## config.mk

```make
export PLATFORM = sky130hd
export DESIGN_NAME = led_rate_selector
export DESIGN_NICKNAME = d
export VERILOG_FILES = /design/src/rtl/led_rate_selector.sv
export SDC_FILE = /design/constraint.sdc
export NUM_CORES = 1
export LEC_CHECK = 0
export CORE_MARGIN = 2
export CORE_UTILIZATION = 63
export CTS_BUF_LIST = sky130_fd_sc_hd__clkbuf_4 sky130_fd_sc_hd__clkbuf_8
export DETAILED_ROUTE_END_ITERATION = 6
export HOLD_SLACK_MARGIN = 0.1
export PLACE_DENSITY = 0.83
export RECOVER_POWER = 100
export SETUP_SLACK_MARGIN = 0.1
export SYNTH_ARGS = -nofsm -noshare
export SYNTH_HDL_FRONTEND = slang
export SYNTH_SLANG_ARGS = --single-unit
```

## constraint.sdc

```tcl
create_clock -name i_Clk -period 5.2 [get_ports i_Clk]
set_input_delay 1.3 -clock i_Clk [delete_from_list [all_inputs] [get_ports i_Clk]]
set_output_delay 1.3 -clock i_Clk [all_outputs]
set_load 0.01 [all_outputs]
```

## src/rtl/led_rate_selector.sv

```systemverilog
// led_rate_selector: debounced push-button steps a blink-rate mode; one LED
// is driven from the blink line (or constant) picked by the current mode.
module led_rate_selector #(
    parameter int g_DEBOUNCE_LIMIT = 250000
) (
    input  logic       i_Clk,
    input  logic       i_Rst,
    input  logic       i_Switch,
    input  logic       i_Blink_10HZ,
    input  logic       i_Blink_5HZ,
    input  logic       i_Blink_2HZ,
    input  logic       i_Blink_1HZ,
    output logic       o_LED,
    output logic [2:0] o_Mode
);

    localparam int CW = (g_DEBOUNCE_LIMIT > 1) ? $clog2(g_DEBOUNCE_LIMIT) : 1;
    localparam logic [CW-1:0] CNT_LAST = CW'(g_DEBOUNCE_LIMIT - 1);

    typedef enum logic [2:0] {
        MODE_OFF  = 3'd0,
        MODE_10HZ = 3'd1,
        MODE_5HZ  = 3'd2,
        MODE_2HZ  = 3'd3,
        MODE_1HZ  = 3'd4,
        MODE_ON   = 3'd5
    } mode_t;

    logic          sync_1;
    logic          sync_2;
    logic [CW-1:0] db_cnt;
    logic          stable;
    logic          stable_prev;
    logic          rel_pulse;
    mode_t         mode;
    logic          led;

    // Two-flop synchroniser, then accept a new level only after it holds LIMIT cycles
    always_ff @(posedge i_Clk) begin
        if (i_Rst) begin
            sync_1      <= 1'b0;
            sync_2      <= 1'b0;
            db_cnt      <= '0;
            stable      <= 1'b0;
            stable_prev <= 1'b0;
        end else begin
            sync_1      <= i_Switch;
            sync_2      <= sync_1;
            stable_prev <= stable;
            if (sync_2 == stable) begin
                db_cnt <= '0;
            end else if (db_cnt == CNT_LAST) begin
                stable <= sync_2;
                db_cnt <= '0;
            end else begin
                db_cnt <= db_cnt + CW'(1);
            end
        end
    end

    // One-cycle pulse on the falling edge of the debounced level (button release)
    assign rel_pulse = stable_prev & ~stable;

    // Mode stepping on release plus registered LED mux from the current mode
    always_ff @(posedge i_Clk) begin
        if (i_Rst) begin
            mode <= MODE_OFF;
            led  <= 1'b0;
        end else begin
            if (rel_pulse) begin
                case (mode)
                    MODE_OFF:  mode <= MODE_10HZ;
                    MODE_10HZ: mode <= MODE_5HZ;
                    MODE_5HZ:  mode <= MODE_2HZ;
                    MODE_2HZ:  mode <= MODE_1HZ;
                    MODE_1HZ:  mode <= MODE_ON;
                    MODE_ON:   mode <= MODE_OFF;
                    default:   mode <= MODE_OFF;
                endcase
            end
            case (mode)
                MODE_OFF:  led <= 1'b0;
                MODE_10HZ: led <= i_Blink_10HZ;
                MODE_5HZ:  led <= i_Blink_5HZ;
                MODE_2HZ:  led <= i_Blink_2HZ;
                MODE_1HZ:  led <= i_Blink_1HZ;
                MODE_ON:   led <= 1'b1;
                default:   led <= 1'b0;
            endcase
        end
    end

    assign o_Mode = mode;
    assign o_LED  = led;

endmodule

```

-- After elaboration in Yosys (flattened, before gate mapping)
Cells that the tools add are included.
- word-level logic and storage cells: 23
- latch bits: 0
- ROM bits: 0
- memories kept: 0
- bits in registers: 26
- bits in writable memories: 0
- output and inout port bits: 4
- eq/ne operators: 7
- div/mod/pow operators: 0
- shift-type cells: 0
- reduce and logical (&&, ||, !) cells: 3
- multiply operators: 0
- $lt $le $gt $ge: 0
- add/subtract/negate cells: 1
- multiplexer cells: 2
- bitwise gates (word level): 3
- operator list (kind ; count):
    18-bit by 1-bit adder with 18-bit output, second input constant ; 1
    18-bit equality test, second input constant ; 1
    3-bit case mux with 5 select lines ; 1
    3-bit by 2-bit equality test with 1-bit output, second input constant ; 2
    3-bit equality test, second input constant ; 2
    1-bit case mux with 5 select lines ; 1
    3-bit by 1-bit equality test with 1-bit output, second input constant ; 1
    3-bit zero test ; 1
    3-bit OR reduction ; 1
    1-bit NOT ; 2
    2-bit AND reduction ; 1
    1-bit AND ; 1
    1-bit equality test ; 1

-- Depth between registers and ports, before layout
Gate-level depths: netlist of the first run.
- depth after elaboration: 3
- depth in mapped cells: 5
- depth with buffers taken out: 5

-- Worst setup path after synthesis of the first run
No wires, ideal clock.
- kind: input-to-reg
- from: in i_Rst
- to: reg db_cnt[11]
- cell stages on the path: 5
- required time: 5.138 ns
- arrival time: 2.035 ns
- path slack: 3.103 ns
- cells stage by stage: clkbuf_2 -> nor2_1 -> o41ai_4 -> buf_6 -> nor2_2
- cells in the longest elaborated chain, start to end: 1
- RTL lines (what ; line ; RTL):
    start: declaration ; 7 ; input logic i_Rst,
    3-bit OR reduction (no source line) ; n/a ;
    end signal: assignment ; 56 ; db_cnt <= db_cnt + CW'(1);
    end: declaration ; 31 ; logic [CW-1:0] db_cnt;
Every way passes these cells.
A chain may end at the register's enable or synchronous reset.

-- Final worst setup path of the first run
- from: reg mode[0], in the netlist o_Mode[0]
- to: out o_Mode[0]
- RTL lines (what ; line ; RTL):
    start: declaration ; 35 ; mode_t mode;
    start signal: assignment ; 67 ; mode <= MODE_OFF;
    start signal: assignment ; 72 ; MODE_OFF: mode <= MODE_10HZ;
    start signal: assignment ; 73 ; MODE_10HZ: mode <= MODE_5HZ;
    end: declaration ; 14 ; output logic [2:0] o_Mode
No word-level cell between the ends.

==> flow_summary.toml, run 1 <==
[power]
peakVddDrop_mv = 0.239
powerDensity_mw_per_mm2 = 227
power_leakage_nw = 0.398

[placed_design]
port_buffers = 10
place_congestion = 0.805
place_hpwl_um = 1620

[worst_setup_path]
r2r_cells = 4
crit_required_ns = 3.90
path_max_fanout = 8
critPathKind = "reg -> out"
critPathBufInv = 1
worst_ep_arrival_time_ns = 1.47
cp_cell_sequence = "dlygate4sd3_1"
critPathCaptureType = "output pin"
crit_family = "buffers and inverters"
r2r_slack_ns = 2.77
critPathMaxStageDelay_ns = 0.66
crit_cells = 1
worst_path_max_delay_cell = "dlygate4sd3_1"
cp-start-kind = "flop"

[logic_synthesis]
ys_seq_area_share_pct = 43.2
synthTopCellsByCount = "dfxtp_1, nor2_1, nor2_2"
synth-main-ff-cell = "dfxtp_1"
ys_async_sr_fraction_pct = 0
synth_area_per_cell_sq_um = 9.28
synth_top_area_cell = "dfxtp_1"
synth_area_leaders = "dfxtp_1, xnor2_1, nor2_2, nor2_1, xor2_1"
synth_seq_cells = 26
yosysMostFrequentCell = "dfxtp_1"
synthCells = 130
netlist.area_leader.share_pct = 43.2
syn-cell-area_sq_mm = 0.00121
yosys_warnings = 0
synth-edff-count = 0
synth_cell_types = 35
syn_nets = 138

[sta]
min_period_ns = 2.77
rsz0062_at_grt = "no"
period_share_pct = 53.3
worst_pin_slew_ns = 1.19
clock.fmax_mhz = 361
relSlewSlack_pct = 20.2
finalSetupTns_ns = 0
final_hold_viol_count = 0
setup_viol = 0
slew_violations = 0
finClkSkew_ns = 0.00988

[route]
wire_per_inst_um = 13.2
drtIter0Drc = 18
drc = 0
totalWireLength_um = 2200
viasPerCell = 5.53
ant_nets = 0
vias = 924
drtPass1Iterations = 4

[clocking]
cts_buffers = 3
cts_tree = "yes"
cts_root_buf = "clkbuf_4"
h-tree-depth = 1
clock_path_buffers = 2
post_cts_resized = 0
clk_latency_ns = 0.32
clock-sinks = 26
postCtsHoldBufs = 0
post-cts-setup-buffer-count = 0
cts.clk_slew.worst_paths_ns = 0.14

[outcome]
outcome = "completed"

[floorplanning]
rows = 15
die_area_sq_mm = 0.00228
fp.dieW_um = 47.8
num_io_pins = 11
initial_core_util_pct = 68.4
die_y_um = 47.8
core_area_sq_mm = 0.00176

[global_route]
grt_max_degree = 19
antenna_found_initial = 0
grt_overflow = 0
grt_usage_pct = 23.3
first_global_vias = 832
grt_pass1_wl_um = 3710

[layout]
utilization_pct = 77.0
post_route_cells_drive_above_1_share_pct = 14.8
diodes = 0
seqCellArea_sq_um = 520
syn_to_final_growth_pct = 12.6
nets = 151
nFillCells = 139
multiInputGateArea_sq_um = 666

[worst_hold_path]
holdPathStages = 1
hold_class = "reg -> reg"

[job]
max_cap_violations = 0
worst reg2reg max path: cells and delay by family (launching register included):
family	cells	cell delay (ns)
simple gates	2	0.35
compound gates	1	1.10
flops	1	0.48
fa+ha+maj	1	0.35
final timing paths:
path	from	to
setup / recovery	o_Mode[0]	o_Mode[0]
hold / removal	sync_1	sync_2
setup reg to reg	db_cnt[0]	db_cnt[2]
hold reg to reg	sync_1	sync_2
layer usage:
metal / up-vias / GRT usage, % / part of all wire [%]
met1: 422 / 31.7 / 52
met3: 4 / 7.92 / 3.3
met2: 11 / 36.0 / 44
met5: - / 0 / 0
li1: 487 / - / -
met4: 0 / 4.86 / 0.73
power by group:
| part | internal (W) | switching [W] |
|---|---|---|
| clock network | 0.0000428 | 0.0000565 |
| logic | 0.00000508 | 0.00000358 |
| registers | 0.000200 | 0.000000731 |
| total | 0.000248 | 0.0000608 |
placed cells by master, fill, tap and decap left out, types with 2 or more instances in the layout:
cell / netlist / layout
clkbuf_4: 0 / 3
xnor2_1: 9 / 9
a211oi_1: 2 / 2
nand4_1: 6 / 6
a21oi_1: 5 / 5
nor2b_1: 4 / 4
xor2_1: 6 / 6
o21ai_0: 2 / 2
nor2_1: 16 / 16
nor4_1: 5 / 5
nand3_1: 7 / 7
nand2_1: 9 / 9
nor4b_1: 2 / 2
dfxtp_1: 26 / 26
dlygate4sd3_1: 0 / 6
nor2_2: 10 / 10
clkdlybuf4s50_1: 0 / 4
cells by family (layout without fill, tap and decap cells):
family / after synthesis / count (layout) / synth area share, %
buf+inv: 3 / 15 / 1.66
xor+xnor: 15 / 15 / 10.9
compound gates: 13 / 13 / 8.51
simple gates: 70 / 70 / 33.0
flops: 26 / 26 / 43.2
fa+ha+maj: 1 / 1 / 1.04
mux: 2 / 2 / 1.76
flip-flops by register name (all words and copies together), names as in the netlist:
register	count
o_LED	1
sync_2	1
sync_1	1
stable	1
o_Mode	3
stable_prev	1
db_cnt	18
area by class of cell:
type	count	share of cell area, %
Multi-Input combinational cell	101	49.0
Sequential cell	26	38.3
Timing Repair Buffer	10	7.37
Clock buffer	4	2.67
Tap cell	25	2.30
Inverter	1	0.276
metrics by stage:
stage	cells	instance area [sq um]	setup slack (ns)	hold slack, ns	total power, W
floorplan	130	1210	3.10	0.414	0.000210
global placement	163	1320	2.60	0.421	0.000214
detailed placement	163	1320	2.51	0.427	0.000214
CTS	167	1360	2.47	0.460	0.000313
global route	167	1360	2.33	0.468	0.000321
finish	167	1360	2.43	0.457	0.000309
Power figures use the tool's default switching activity.
==> run 2, diff against run 1 <==
CORE_UTILIZATION = 58   (was 63)
PLACE_DENSITY = 0.77   (was 0.83)
clock period = 2.9 ns   (was 5.2 ns; I/O delays follow)
==> flow_summary.toml, run 2 (synthesis gave the netlist of run 1 again) <==
[clocking]
h-tree-depth = 1
post_cts_resized = 0
cts_buffers = 3
cts.clk_slew.worst_paths_ns = 0.13
cts_root_buf = "clkbuf_4"
cts_tree = "yes"
clock-sinks = 26
clk_latency_ns = 0.33
postCtsHoldBufs = 0
post-cts-setup-buffer-count = 0
clock_path_buffers = 2

[layout]
design_area_sq_mm = 0.00135
diodes = 0
final_common_cell = "dfxtp_1"
syn_to_final_growth_pct = 11.6
post_route_cells_drive_above_1_share_pct = 13.5
largest_reg_flops = 18
nets = 151
utilization_pct = 68.6
regMostFlops = "db_cnt"
final_cell_mix = "dfxtp_1, nor2_1, nor2_2"
layout.cells.non_filler = 168

[global_route]
grt_overflow = 0
first_global_vias = 929
use_met1_pct = 27.1
grtUsageMet2_pct = 33.8
grt_max_degree = 19
grt_busiest_layer = "met2"
grt_usage_pct = 21.3
use_met3_pct = 5.76
grt_pass1_wl_um = 4000
antenna_found_initial = 0

[route]
totalWireLength_um = 2380
wire_per_inst_um = 14.2
drtIter0Drc = 25
ant_nets = 0
vias = 988
drtPass1Iterations = 4
drc = 0
viasPerCell = 5.88

[sta]
period_share_pct = 83.1
setup_viol = 0
worst_pin_slew_ns = 1.25
rsz0062_at_grt = "no"
clock.fmax_mhz = 415
min_period_ns = 2.41
slew_violations = 0
finalSetupTns_ns = 0
final_hold_viol_count = 0
setup_ws_ns = 0.490
finClkSkew_ns = 0.0128
relSlewSlack_pct = 16.7

[worst_hold_path]
hold_class = "reg -> reg"
holdPathStages = 1

[power]
intPower_w = 0.000417
p_clk_share_pct = 28.5
switching_share_pct = 20.8
pwr-share-comb_pct = 3.0
power.switching_w = 0.000109
power_leakage_nw = 0.393
peakVddDrop_mv = 0.339
powerDensity_mw_per_mm2 = 391
seqPwrFrac_pct = 68.5

[placed_design]
port_buffers = 10
placed_cell_area_sq_mm = 0.00132
place_hpwl_um = 1740
detailedPlace.worstSlack_ns = 0.508
dp.cells = 165
place_congestion = 0.777

[job]
max_cap_violations = 0

[worst_setup_path]
critPathKind = "reg -> reg"
cp_cell_sequence = "ha_1, nand3_1, o41ai_4, nor2_1"
r2r_cells = 4
critPathMaxStageDelay_ns = 1.14
worst_path_max_delay_cell = "o41ai_4"
path_max_fanout = 18
worst_ep_arrival_time_ns = 2.58
critPathBufInv = 0
crit_required_ns = 3.07
crit_cells = 4
cp-start-kind = "flop"
crit_family = "compound AO/OA/AOI/OAI gates"
critPathCaptureType = "flop"

[floorplanning]
num_io_pins = 11
die_area_sq_mm = 0.00246
core_area_sq_mm = 0.00196
die_y_um = 49.6
initial_core_util_pct = 61.5
fp.dieW_um = 49.6
rows = 16

[outcome]
outcome = "completed"
## run 2: worst paths after layout
check	startpoint	to	slack, ns
worst max-delay path	db_cnt[0]	db_cnt[3]	0.49
worst min-delay path	sync_1	sync_2	0.46
worst max register to register	db_cnt[0]	db_cnt[3]	0.49
worst min register to register	sync_1	sync_2	0.46
## run 2: layout make-up
type | instances | area (sq um)
flip-flops and latches | 26 | 520
clock buffers | 3 | 22.5
repair buffers | 10 | 100
multi-input cells | 101 | 666
well taps | 27 | 33.8
inverters | 1 | 3.75
fillers | 174 | 616
## run 2: power groups by stage
stage	clock network, W	registers [W]	logic, W
2_1_floorplan	0	0.000368	0.00000822
3_3_place_gp	0	0.000368	0.0000158
3_5_place_dp	0	0.000368	0.0000163
4_1_cts	0.000152	0.000360	0.0000164
5_1_grt	0.000167	0.000361	0.0000176
6_report	0.000150	0.000360	0.0000157
## run 2: routing by layer
metal | share of wire (%) | vias to the layer above
li1 | - | 481
met1 | 44 | 454
met2 | 46 | 42
met3 | 6.5 | 11
met4 | 3.4 | 0
met5 | 0 | -
## run 2: worst reg2reg max path: stages (launching register included)
cell,delay [ns]
dfxtp_1,0.47
ha_1,0.31
nand3_1,0.21
o41ai_4,1.14
nor2_1,0.12
## run 2: through the flow
step / hold WS (ns) / total power [W]
2_1_floorplan: 0.414 / 0.000376
3_3_place_gp: 0.424 / 0.000384
3_5_place_dp: 0.438 / 0.000384
4_1_cts: 0.466 / 0.000528
5_1_grt: 0.491 / 0.000545
6_report: 0.462 / 0.000526
